### src/rtl/trig_input_cond_if.sv
`default_nettype none
// +----------------------------------------------------------------------+
// | trig_input_cond_if : bus between trigger input conditioning and host |
// | Rev 1.0                                                              |
// +----------------------------------------------------------------------+
interface trig_input_cond_if #(
   parameter int NCH  = 2,
   parameter int CNTW = 32
);
   logic [NCH-1:0]      coax_in;
   logic [1:0]          mode;
   logic [NCH-1:0]      mask;
   logic [7:0]          prescale;
   logic                veto;
   logic [NCH-1:0]      ch_hit;
   logic                trig_req;
   logic [NCH*CNTW-1:0] rate_out;
   logic                rate_valid;
   logic [15:0]         vetoed_cnt;

   modport master (
      output coax_in, mode, mask, prescale, veto,
      input  ch_hit, trig_req, rate_out, rate_valid, vetoed_cnt
   );

   modport slave (
      input  coax_in, mode, mask, prescale, veto,
      output ch_hit, trig_req, rate_out, rate_valid, vetoed_cnt
   );
endinterface
`default_nettype wire

### src/rtl/trig_input_cond.sv
`default_nettype none
// +----------------------------------------------------------------------+
// | trig_input_cond : sync, glitch filter, OR/AND trigger, rate monitor  |
// | Rev 1.0                                                              |
// +----------------------------------------------------------------------+
module trig_input_cond #(
   parameter int NCH    = 2,
   parameter int MINW   = 2,
   parameter int WINDOW = 4,
   parameter int GATE   = 200000000,
   parameter int CNTW   = 32
) (
   input  wire logic          clk,
   input  wire logic          nrst,
   trig_input_cond_if.slave   bus
);
   localparam int RW = 4;
   localparam int WW = 8;
   localparam int GW = (GATE > 1) ? $clog2(GATE) : 1;
   localparam logic [RW-1:0]   MINW_C    = RW'(MINW);
   localparam logic [RW-1:0]   MINW_M1   = RW'(MINW - 1);
   localparam logic [WW-1:0]   WIN_C     = WW'(WINDOW);
   localparam logic [GW-1:0]   GATE_LAST = GW'(GATE - 1);
   localparam logic [CNTW-1:0] CNT_MAX   = '1;

   logic [NCH-1:0]      s1;
   logic [NCH-1:0]      s2;
   logic [NCH-1:0]      hit;
   logic [NCH-1:0]      open_ch;
   logic [NCH*CNTW-1:0] rate_flat;
   logic [GW-1:0]       gate;
   logic                gate_wrap;
   logic                match;
   logic                and_clear;
   logic                emit;
   logic [7:0]          psc;
   logic                trig_q;
   logic                rv_q;
   logic [15:0]         vcnt;

   always_ff @(posedge clk) begin
      if (!nrst) begin
         s1 <= '0;
         s2 <= '0;
      end else begin
         s1 <= bus.coax_in;
         s2 <= s1;
      end
   end

   assign gate_wrap = (gate == GATE_LAST);

   generate
      for (genvar i = 0; i < NCH; i++) begin : g_ch
         logic [RW-1:0]   run;
         logic            hit_q;
         logic [WW-1:0]   win;
         logic [CNTW-1:0] cnt;
         logic [CNTW-1:0] latched;

         // run saturates at MINW, so the MINW-1 -> MINW step happens once per pulse
         always_ff @(posedge clk) begin
            if (!nrst) begin
               run   <= '0;
               hit_q <= 1'b0;
            end else begin
               if (s2[i]) begin
                  if (run != MINW_C)
                     run <= run + 1'b1;
               end else begin
                  run <= '0;
               end
               hit_q <= s2[i] && (run == MINW_M1);
            end
         end

         always_ff @(posedge clk) begin
            if (!nrst)
               win <= '0;
            else if (and_clear)
               win <= '0;
            else if (hit_q)
               win <= WIN_C;
            else if (win != '0)
               win <= win - 1'b1;
         end

         // a hit landing in the wrap cycle opens the new interval at 1
         always_ff @(posedge clk) begin
            if (!nrst) begin
               cnt     <= '0;
               latched <= '0;
            end else if (gate_wrap) begin
               latched <= cnt;
               cnt     <= hit_q ? CNTW'(1) : '0;
            end else if (hit_q && (cnt != CNT_MAX)) begin
               cnt <= cnt + 1'b1;
            end
         end

         assign hit[i]                      = hit_q;
         assign open_ch[i]                  = (win != '0) || hit_q;
         assign rate_flat[i*CNTW +: CNTW]   = latched;
      end
   endgenerate

   always_comb begin
      match     = 1'b0;
      and_clear = 1'b0;
      case (bus.mode)
         2'd0: match = |(hit & bus.mask);
         2'd1: begin
            match     = (|bus.mask) && (&(open_ch | ~bus.mask));
            and_clear = match;
         end
         2'd2: match = hit[0] & bus.mask[0];
         default: match = hit[1] & bus.mask[1];
      endcase
   end

   assign emit = match && (psc >= bus.prescale);

   always_ff @(posedge clk) begin
      if (!nrst) begin
         psc    <= '0;
         trig_q <= 1'b0;
         vcnt   <= '0;
      end else begin
         if (match) begin
            if (emit)
               psc <= '0;
            else
               psc <= psc + 8'd1;
         end
         trig_q <= emit && !bus.veto;
         if (emit && bus.veto && (vcnt != 16'hFFFF))
            vcnt <= vcnt + 16'd1;
      end
   end

   always_ff @(posedge clk) begin
      if (!nrst) begin
         gate <= '0;
         rv_q <= 1'b0;
      end else begin
         gate <= gate_wrap ? '0 : gate + 1'b1;
         rv_q <= gate_wrap;
      end
   end

   assign bus.ch_hit     = hit;
   assign bus.trig_req   = trig_q;
   assign bus.rate_out   = rate_flat;
   assign bus.rate_valid = rv_q;
   assign bus.vetoed_cnt = vcnt;
endmodule
`default_nettype wire

### src/flat_wrapper.sv
// flat-port wrapper written by rule: the top's interface ports become plain ports
module trig_input_cond_flat 
#(
   parameter int NCH    = 2,
   parameter int MINW   = 2,
   parameter int WINDOW = 4,
   parameter int GATE   = 200000000,
   parameter int CNTW   = 32
)
  (clk, nrst, bus_coax_in, bus_mode, bus_mask, bus_prescale, bus_veto, bus_ch_hit, bus_trig_req, bus_rate_out, bus_rate_valid, bus_vetoed_cnt);
  trig_input_cond_if #(.NCH(NCH), .CNTW(CNTW)) bus_i ();
  input  wire logic clk;
  input  wire logic nrst;
  input wire logic [$bits(bus_i.coax_in)-1:0] bus_coax_in;
  input wire logic [$bits(bus_i.mode)-1:0] bus_mode;
  input wire logic [$bits(bus_i.mask)-1:0] bus_mask;
  input wire logic [$bits(bus_i.prescale)-1:0] bus_prescale;
  input wire logic [$bits(bus_i.veto)-1:0] bus_veto;
  output wire logic [$bits(bus_i.ch_hit)-1:0] bus_ch_hit;
  output wire logic [$bits(bus_i.trig_req)-1:0] bus_trig_req;
  output wire logic [$bits(bus_i.rate_out)-1:0] bus_rate_out;
  output wire logic [$bits(bus_i.rate_valid)-1:0] bus_rate_valid;
  output wire logic [$bits(bus_i.vetoed_cnt)-1:0] bus_vetoed_cnt;
  assign bus_i.coax_in = bus_coax_in;
  assign bus_i.mode = bus_mode;
  assign bus_i.mask = bus_mask;
  assign bus_i.prescale = bus_prescale;
  assign bus_i.veto = bus_veto;
  assign bus_ch_hit = bus_i.ch_hit;
  assign bus_trig_req = bus_i.trig_req;
  assign bus_rate_out = bus_i.rate_out;
  assign bus_rate_valid = bus_i.rate_valid;
  assign bus_vetoed_cnt = bus_i.vetoed_cnt;
  trig_input_cond #(.NCH(NCH), .MINW(MINW), .WINDOW(WINDOW), .GATE(GATE), .CNTW(CNTW)) u_core (.clk(clk), .nrst(nrst), .bus(bus_i));
endmodule
### config.mk
export PLATFORM = sky130hd
export DESIGN_NAME = trig_input_cond_flat
export DESIGN_NICKNAME = d
export VERILOG_FILES = /design/src/rtl/trig_input_cond_if.sv /design/src/rtl/trig_input_cond.sv /design/src/flat_wrapper.sv
export SDC_FILE = /design/constraint.sdc
export NUM_CORES = 1
export LEC_CHECK = 0
export ABC_AREA = 0
export BUFFER_PORTS_ARGS = -buffer_cell sky130_fd_sc_hd__buf_2
export CORE_MARGIN = 1.5
export CORE_UTILIZATION = 35
export DETAILED_ROUTE_END_ITERATION = 8
export GPL_ROUTABILITY_DRIVEN = 0
export PLACE_DENSITY = 0.51
export REMOVE_ABC_BUFFERS = 1
export SLEW_MARGIN = 20
export SYNTH_ARGS = -nofsm -noshare
export SYNTH_HDL_FRONTEND = slang
export SYNTH_SLANG_ARGS = --single-unit
### constraint.sdc
create_clock -name clk -period 2.6 [get_ports clk]
set_clock_uncertainty 0.1 [all_clocks]
set_input_delay 0.26 -clock clk [delete_from_list [all_inputs] [get_ports clk]]
set_output_delay 0.26 -clock clk [all_outputs]
set_load 0.02 [all_outputs]
== Word level (Yosys, flattened, before mapping) ==
Index checks and enable logic that the tools add are counted.
Storage, ports and cells
  register bits after elaboration: 212
  bits in latches: 0
  memory bits (writable): 0
  bits in read-only memories: 0
  input bits: 17
  output and inout port bits: 84
  logic and storage cells: 86
  memories kept: 0
Cells by class
  add/subtract/negate cells: 9
  multipliers: 0
  divide/modulo/power cells: 0
  magnitude comparators: 1
  equal/unequal tests: 10
  shift operators: 0
  muxes and demuxes: 13
  bitwise gates (word level): 6
  reduce and logical (&&, ||, !) cells: 28
Operators with widths (count)
  $mux 32: 4
  $add 32x1->32 const B: 2
  $ne 32x32->1 const B: 2
  $add 28x1->28 const B: 1
  $eq 28x28->1 const B: 1
  $add 16x1->16 const B: 1
  $ne 16x16->1 const B: 1
  $reduce_bool 8->1: 2
  $sub 8x1->8 const B: 2
  $mux 3: 4
  $logic_and 1x1->1: 9
  $add 4x1->4 const B: 2
  $add 8x1->8 const B: 1
  $eq 4x1->1 const B: 2
  $ge 8x8->1: 1
  $mux 8: 1
  $ne 4x2->1 const B: 2
  $reduce_bool 2->1: 4
  $reduce_or 2->1: 4
  $reduce_and 2->1: 3
  $reduce_or 3->1: 2
  $mux 1: 3
  $pmux 1 s3: 1
  $and 1x1->1: 2
  other kinds (9): 10

== Depth between registers and ports, before layout ==
  word-level depth: 9
  mapped depth: 10

== Least setup slack after synthesis ==
Ideal clock, no wire load.
  path kind: register -> register
  start point: register u_core.gate[0]
  end point: register u_core.g_ch[1].latched[13]
  arrival: 2.022 ns
  path slack: 0.345 ns
  stages on the path, launching flop included: 11
  clock period less this slack: 2.255 ns
  cell sequence: dfxtp_1 ha_1 nand2_1 nor3_4 nand3_4 or4_1 clkbuf_1 buf_6 buf_6 nand2_1 a21oi_1
On the way
  word-level cells in the longest chain between the ends: 1
RTL lines
  start, declared: RTL line trig_input_cond.sv:31  | logic [GW-1:0] gate;
  start signal, assigned: RTL line trig_input_cond.sv:146  | gate <= gate_wrap ? '0 : gate + 1'b1;
  $eq 28x28->1: RTL line trig_input_cond.sv:51  | assign gate_wrap = (gate == GATE_LAST);
  end signal, assigned: RTL line trig_input_cond.sv:94  | latched <= cnt;
  end, declared: RTL line trig_input_cond.sv:59  | logic [CNTW-1:0] latched;
No other way between the ends.
A chain may end at the register's enable or synchronous reset.

== Final worst setup path ==
  start point: register u_core.g_ch[1].win[1]
  end point: register u_core.vcnt[13], in the netlist u_core.bus.vetoed_cnt[13]
On the way
  word-level cells in the longest chain between the ends: 9
RTL lines
  start, declared: RTL line trig_input_cond.sv:57  | logic [WW-1:0] win;
  start signal, assigned: RTL line trig_input_cond.sv:85  | win <= win - 1'b1;
  $reduce_bool 8->1: RTL line trig_input_cond.sv:102  | assign open_ch[i] = (win != '0) || hit_q;
  $logic_or 1x1->1: RTL line trig_input_cond.sv:102
  $or 2x2->2: RTL line trig_input_cond.sv:113  | match = (|bus.mask) && (&(open_ch | ~bus.mask));
  $reduce_and 2->1: RTL line trig_input_cond.sv:113
  $logic_and 1x1->1: RTL line trig_input_cond.sv:113
  $pmux 1 s3: RTL line trig_input_cond.sv:110  | case (bus.mode)
  $logic_and 1x1->1: RTL line trig_input_cond.sv:121  | assign emit = match && (psc >= bus.prescale);
  $logic_and 1x1->1 (2 in series): RTL line trig_input_cond.sv:136  | if (emit && bus.veto && (vcnt != 16'hFFFF))
  end signal, assigned: RTL line trig_input_cond.sv:137  | vcnt <= vcnt + 16'd1;
  end, declared: RTL line trig_input_cond.sv:39  | logic [15:0] vcnt;
No other way between the ends.

==> reports/results.txt <==
VDD IR max: 335 uV
vias in the first global route: 7400
Unique masters post-synth: 61
Post-route DRC: 0
H-tree Lvls: 1
share of synthesized registers carrying an async set or reset: 0%
synth warn: 0
core region area: 26700 um^2
Leakage: 4.30 nW
crit path kind: reg -> reg
CTS tree: yes
worst reg2reg path depth: 9
Slew Limit Fails: 0
Clk Latency, worst-skew pair: 0.51 ns
Diodes inserted: 0
Setup crit start kind: register
register area share after synthesis: 44.8%
area of the multi-input gates: 4860 um^2
hold depth: 3
via count: 7856
starting density of the core: 35.4%
crit path cell chain: inv_1, ha_1, nor3b_1, a41oi_2, o311a_1, o211ai_2, buf_12, or4_1, a21oi_1
final setup vio count: 0
internal power component: 0.00623 W
DP Worst Slack: 0.183 ns
busiest grt layer: met2
HP Start: nrst
Crit path arrival time: 2.80 ns
worst reg2reg path startpoint: u_core.g_ch[1].win[1]
CP max FO: 23
Ports: 101
Port Buffer Count: 100
Power Density: 723 nW/um^2
FMAX: 0.407 GHz
chip width: 167 um
#FFs+latches synth: 212
Tot GR Track Use: 15.4%
Clk Tree Root Cell: clkbuf_16
Reg clk slew, reported paths: 0.06 ns
drt total wl: 21.9 mm
detailed-route wire length per cell: 13.6 um
die area: 28000 um^2
Primary FF master, synth: dfxtp_1
final antenna-violating net count: 0
first-pass GRT wire length: 36.5 mm
Rows: 60
Min-Delay Path Class: in -> reg
status: completed
Syn Std Cell Area: 9470 um^2
slew of the pin with the lowest slew margin: 0.577 ns
largest net degree at the start of global routing: 69
switching share of power: 24.8%
Setup crit end kind: register
Tmin final: 2.46 ns
fin nets: 1293
met1 Usage GRT: 20.8%
Setup Fix Bufs, Post-CTS: 0
Fin. Hold Viols: 0
fillers: 2767
CTS Buf Count: 25
final global-route overflow total: 0
DR pass1 iterations: 4
r2r endpoint: u_core.bus.vetoed_cnt[13]
Num Clock Sinks: 212
Final HPWL DP: 14.7 mm
clock network fraction of total power: 45.7%
GR Util met3: 2.69%
met2 usage: 25.7%
relative slew slack: 61.3%
Flop pwr share: 42.4%
sw power: 0.00205 W
flop-to-flop setup slack: 0.14 ns
RSZ-0062 raised after global routing: false
MaxCap Viol Count: 0
final hold slack: 0.109 ns
Data required, critical path: 2.94 ns
Die Span Y: 167 um
initial antenna violation count: 0
CP max-delay cell: or4_1
final worst-path cycle share: 94.4%
Comb pwr share: 11.9%
fraction of layout cells with a size suffix above 1: 16.5%
final setup margin: 0.145 ns
Largest stage delay, worst path: 0.47 ns
hold endpoint: u_core.g_ch[1].cnt[0]
sequential standard cell area: 4240 um^2
DR vias/cell: 4.87
Post-synth EDFFs: 0
Gate Count Post-Synth: 1133
area grow syn2layout: 21.0%
Synth Area per Inst: 8.36 um^2
1st-iter DRT viols: 339
clock tree buffer depth: 3
[metal layers]
metal | vias up | wire [um]
li1 | 4118 | -
met1 | 3608 | 10900
met2 | 103 | 9720
met3 | 27 | 888
met4 | 0 | 341
met5 | - | 0
[area by class of cell]
| class | count | share of cell area, % |
|---|---|---|
| clock inverters | 14 | 1.76 |
| well taps | 341 | 3.73 |
| multi-input cells | 836 | 42.4 |
| flip-flops and latches | 212 | 37.1 |
| repair buffers | 139 | 7.69 |
| inverters | 39 | 1.28 |
| clock buffers | 31 | 6.10 |
[worst max-delay path: cells and delay by family (launching register included)]
kind | cells | cell delay (ns)
adder cells (fa/ha/maj) | 1 | 0.18
flip-flops | 1 | 0.35
AO/OA/AOI/OAI | 4 | 0.86
buffers and inverters | 2 | 0.27
AND/OR/NAND/NOR | 2 | 0.63
[logic make-up after synthesis]
kind of cell    count (synthesis)  synth area share (%)
simple gates                  557                  28.7
flops                         212                  44.8
compound gates                156                  9.95
xor+xnor                       92                  8.51
buf+inv                        85                  4.08
fa+ha+maj                      23                  3.04
mux                             8                 0.846
[layout by cell type, fill, tap and decap left out, drive strengths merged, types with 16 or more instances in the layout]
| master | instances |
|---|---|
| inv | 39 |
| a21oi | 100 |
| ha | 23 |
| nand4 | 30 |
| nand3 | 41 |
| o21ai | 20 |
| dfxtp | 212 |
| nor3 | 38 |
| and4 | 16 |
| xor2 | 30 |
| buf | 135 |
| xnor2 | 62 |
| nand2 | 206 |
| and3 | 16 |
| clkbuf | 32 |
| nor4 | 18 |
| nor2 | 127 |
[sequential cells by signal (all words and copies together) (netlist names)]
| signal | cells |
|---|---|
| u_core.gate | 28 |
| u_core.g_ch.run | 8 |
| u_core.psc | 8 |
| u_core.bus.rate_valid | 1 |
| u_core.g_ch.cnt | 64 |
| u_core.bus.vetoed_cnt | 16 |
| u_core.g_ch.hit_q | 2 |
| u_core.s1 | 2 |
| u_core.g_ch.latched | 64 |
| u_core.g_ch.win | 16 |
| u_core.s2 | 2 |
| u_core.bus.trig_req | 1 |
[synthesized netlist by cell type (all sizes together), types with 4 or more instances]
cell type,number,share of area (%)
ha,23,3.0
buf,26,1.7
dfxtp,212,45
nor2,127,5.0
nand4,30,2.1
xnor2,62,5.7
and3,16,1.1
a21o,4,0.32
and4,16,1.5
nand2,206,8.2
nand2b,15,0.99
clkbuf,20,0.79
o21ai,20,1.2
a211oi,4,0.32
xor2,30,2.8
nor4b,4,0.44
o31ai,6,0.48
a21oi,100,5.4
inv,39,1.5
or3,14,0.93
nor3b,4,0.32
or4,7,0.56
and2,10,0.66
nor3,38,2.2
nor4,18,1.5
mux2i,8,0.85
o211ai,5,0.45
nand3,41,2.4
[how the worst max path moves through the flow]
stage	startpoint	to	cells past startpoint
3_3_place_gp	u_core.g_ch[1].win[1]	u_core.bus.vetoed_cnt[13]	9
3_5_place_dp	u_core.g_ch[1].win[1]	u_core.bus.vetoed_cnt[13]	9
2_1_floorplan	u_core.gate[0]	u_core.g_ch[0].cnt[0]	7
4_1_cts	u_core.g_ch[1].win[1]	u_core.bus.vetoed_cnt[13]	9
5_1_grt	u_core.g_ch[1].win[1]	u_core.bus.vetoed_cnt[13]	9
6_report	u_core.g_ch[1].win[1]	u_core.bus.vetoed_cnt[13]	9
[power groups by stage]
stage / clock (W) / combinational (W) / sequential, W
2_1_floorplan: 0 / 0.000736 / 0.00356
3_3_place_gp: 0 / 0.000976 / 0.00358
3_5_place_dp: 0 / 0.000989 / 0.00358
4_1_cts: 0.00389 / 0.00100 / 0.00351
5_1_grt: 0.00402 / 0.00114 / 0.00353
6_report: 0.00378 / 0.000988 / 0.00351
[what timing repair did]
action,CTS,global route
endpoints found under the setup margin,0,1
resized for setup,0,1
endpoints found under the hold margin,3,0
hold buffers,3,0
[metrics by stage]
step           area, um^2  setup TNS [ns]  utilization [%]  std cells  total power [W]
3_3_place_gp        10500               0             39.3       1563          0.00455
3_5_place_dp        10500               0             39.3       1563          0.00457
4_1_cts             11400               0             42.8       1611          0.00841
6_report            11500               0             42.9       1612          0.00828
5_1_grt             11500               0             42.9       1612          0.00869
2_1_floorplan        9230         -165.98                -       1087          0.00429
Power figures use the tool's default switching activity.
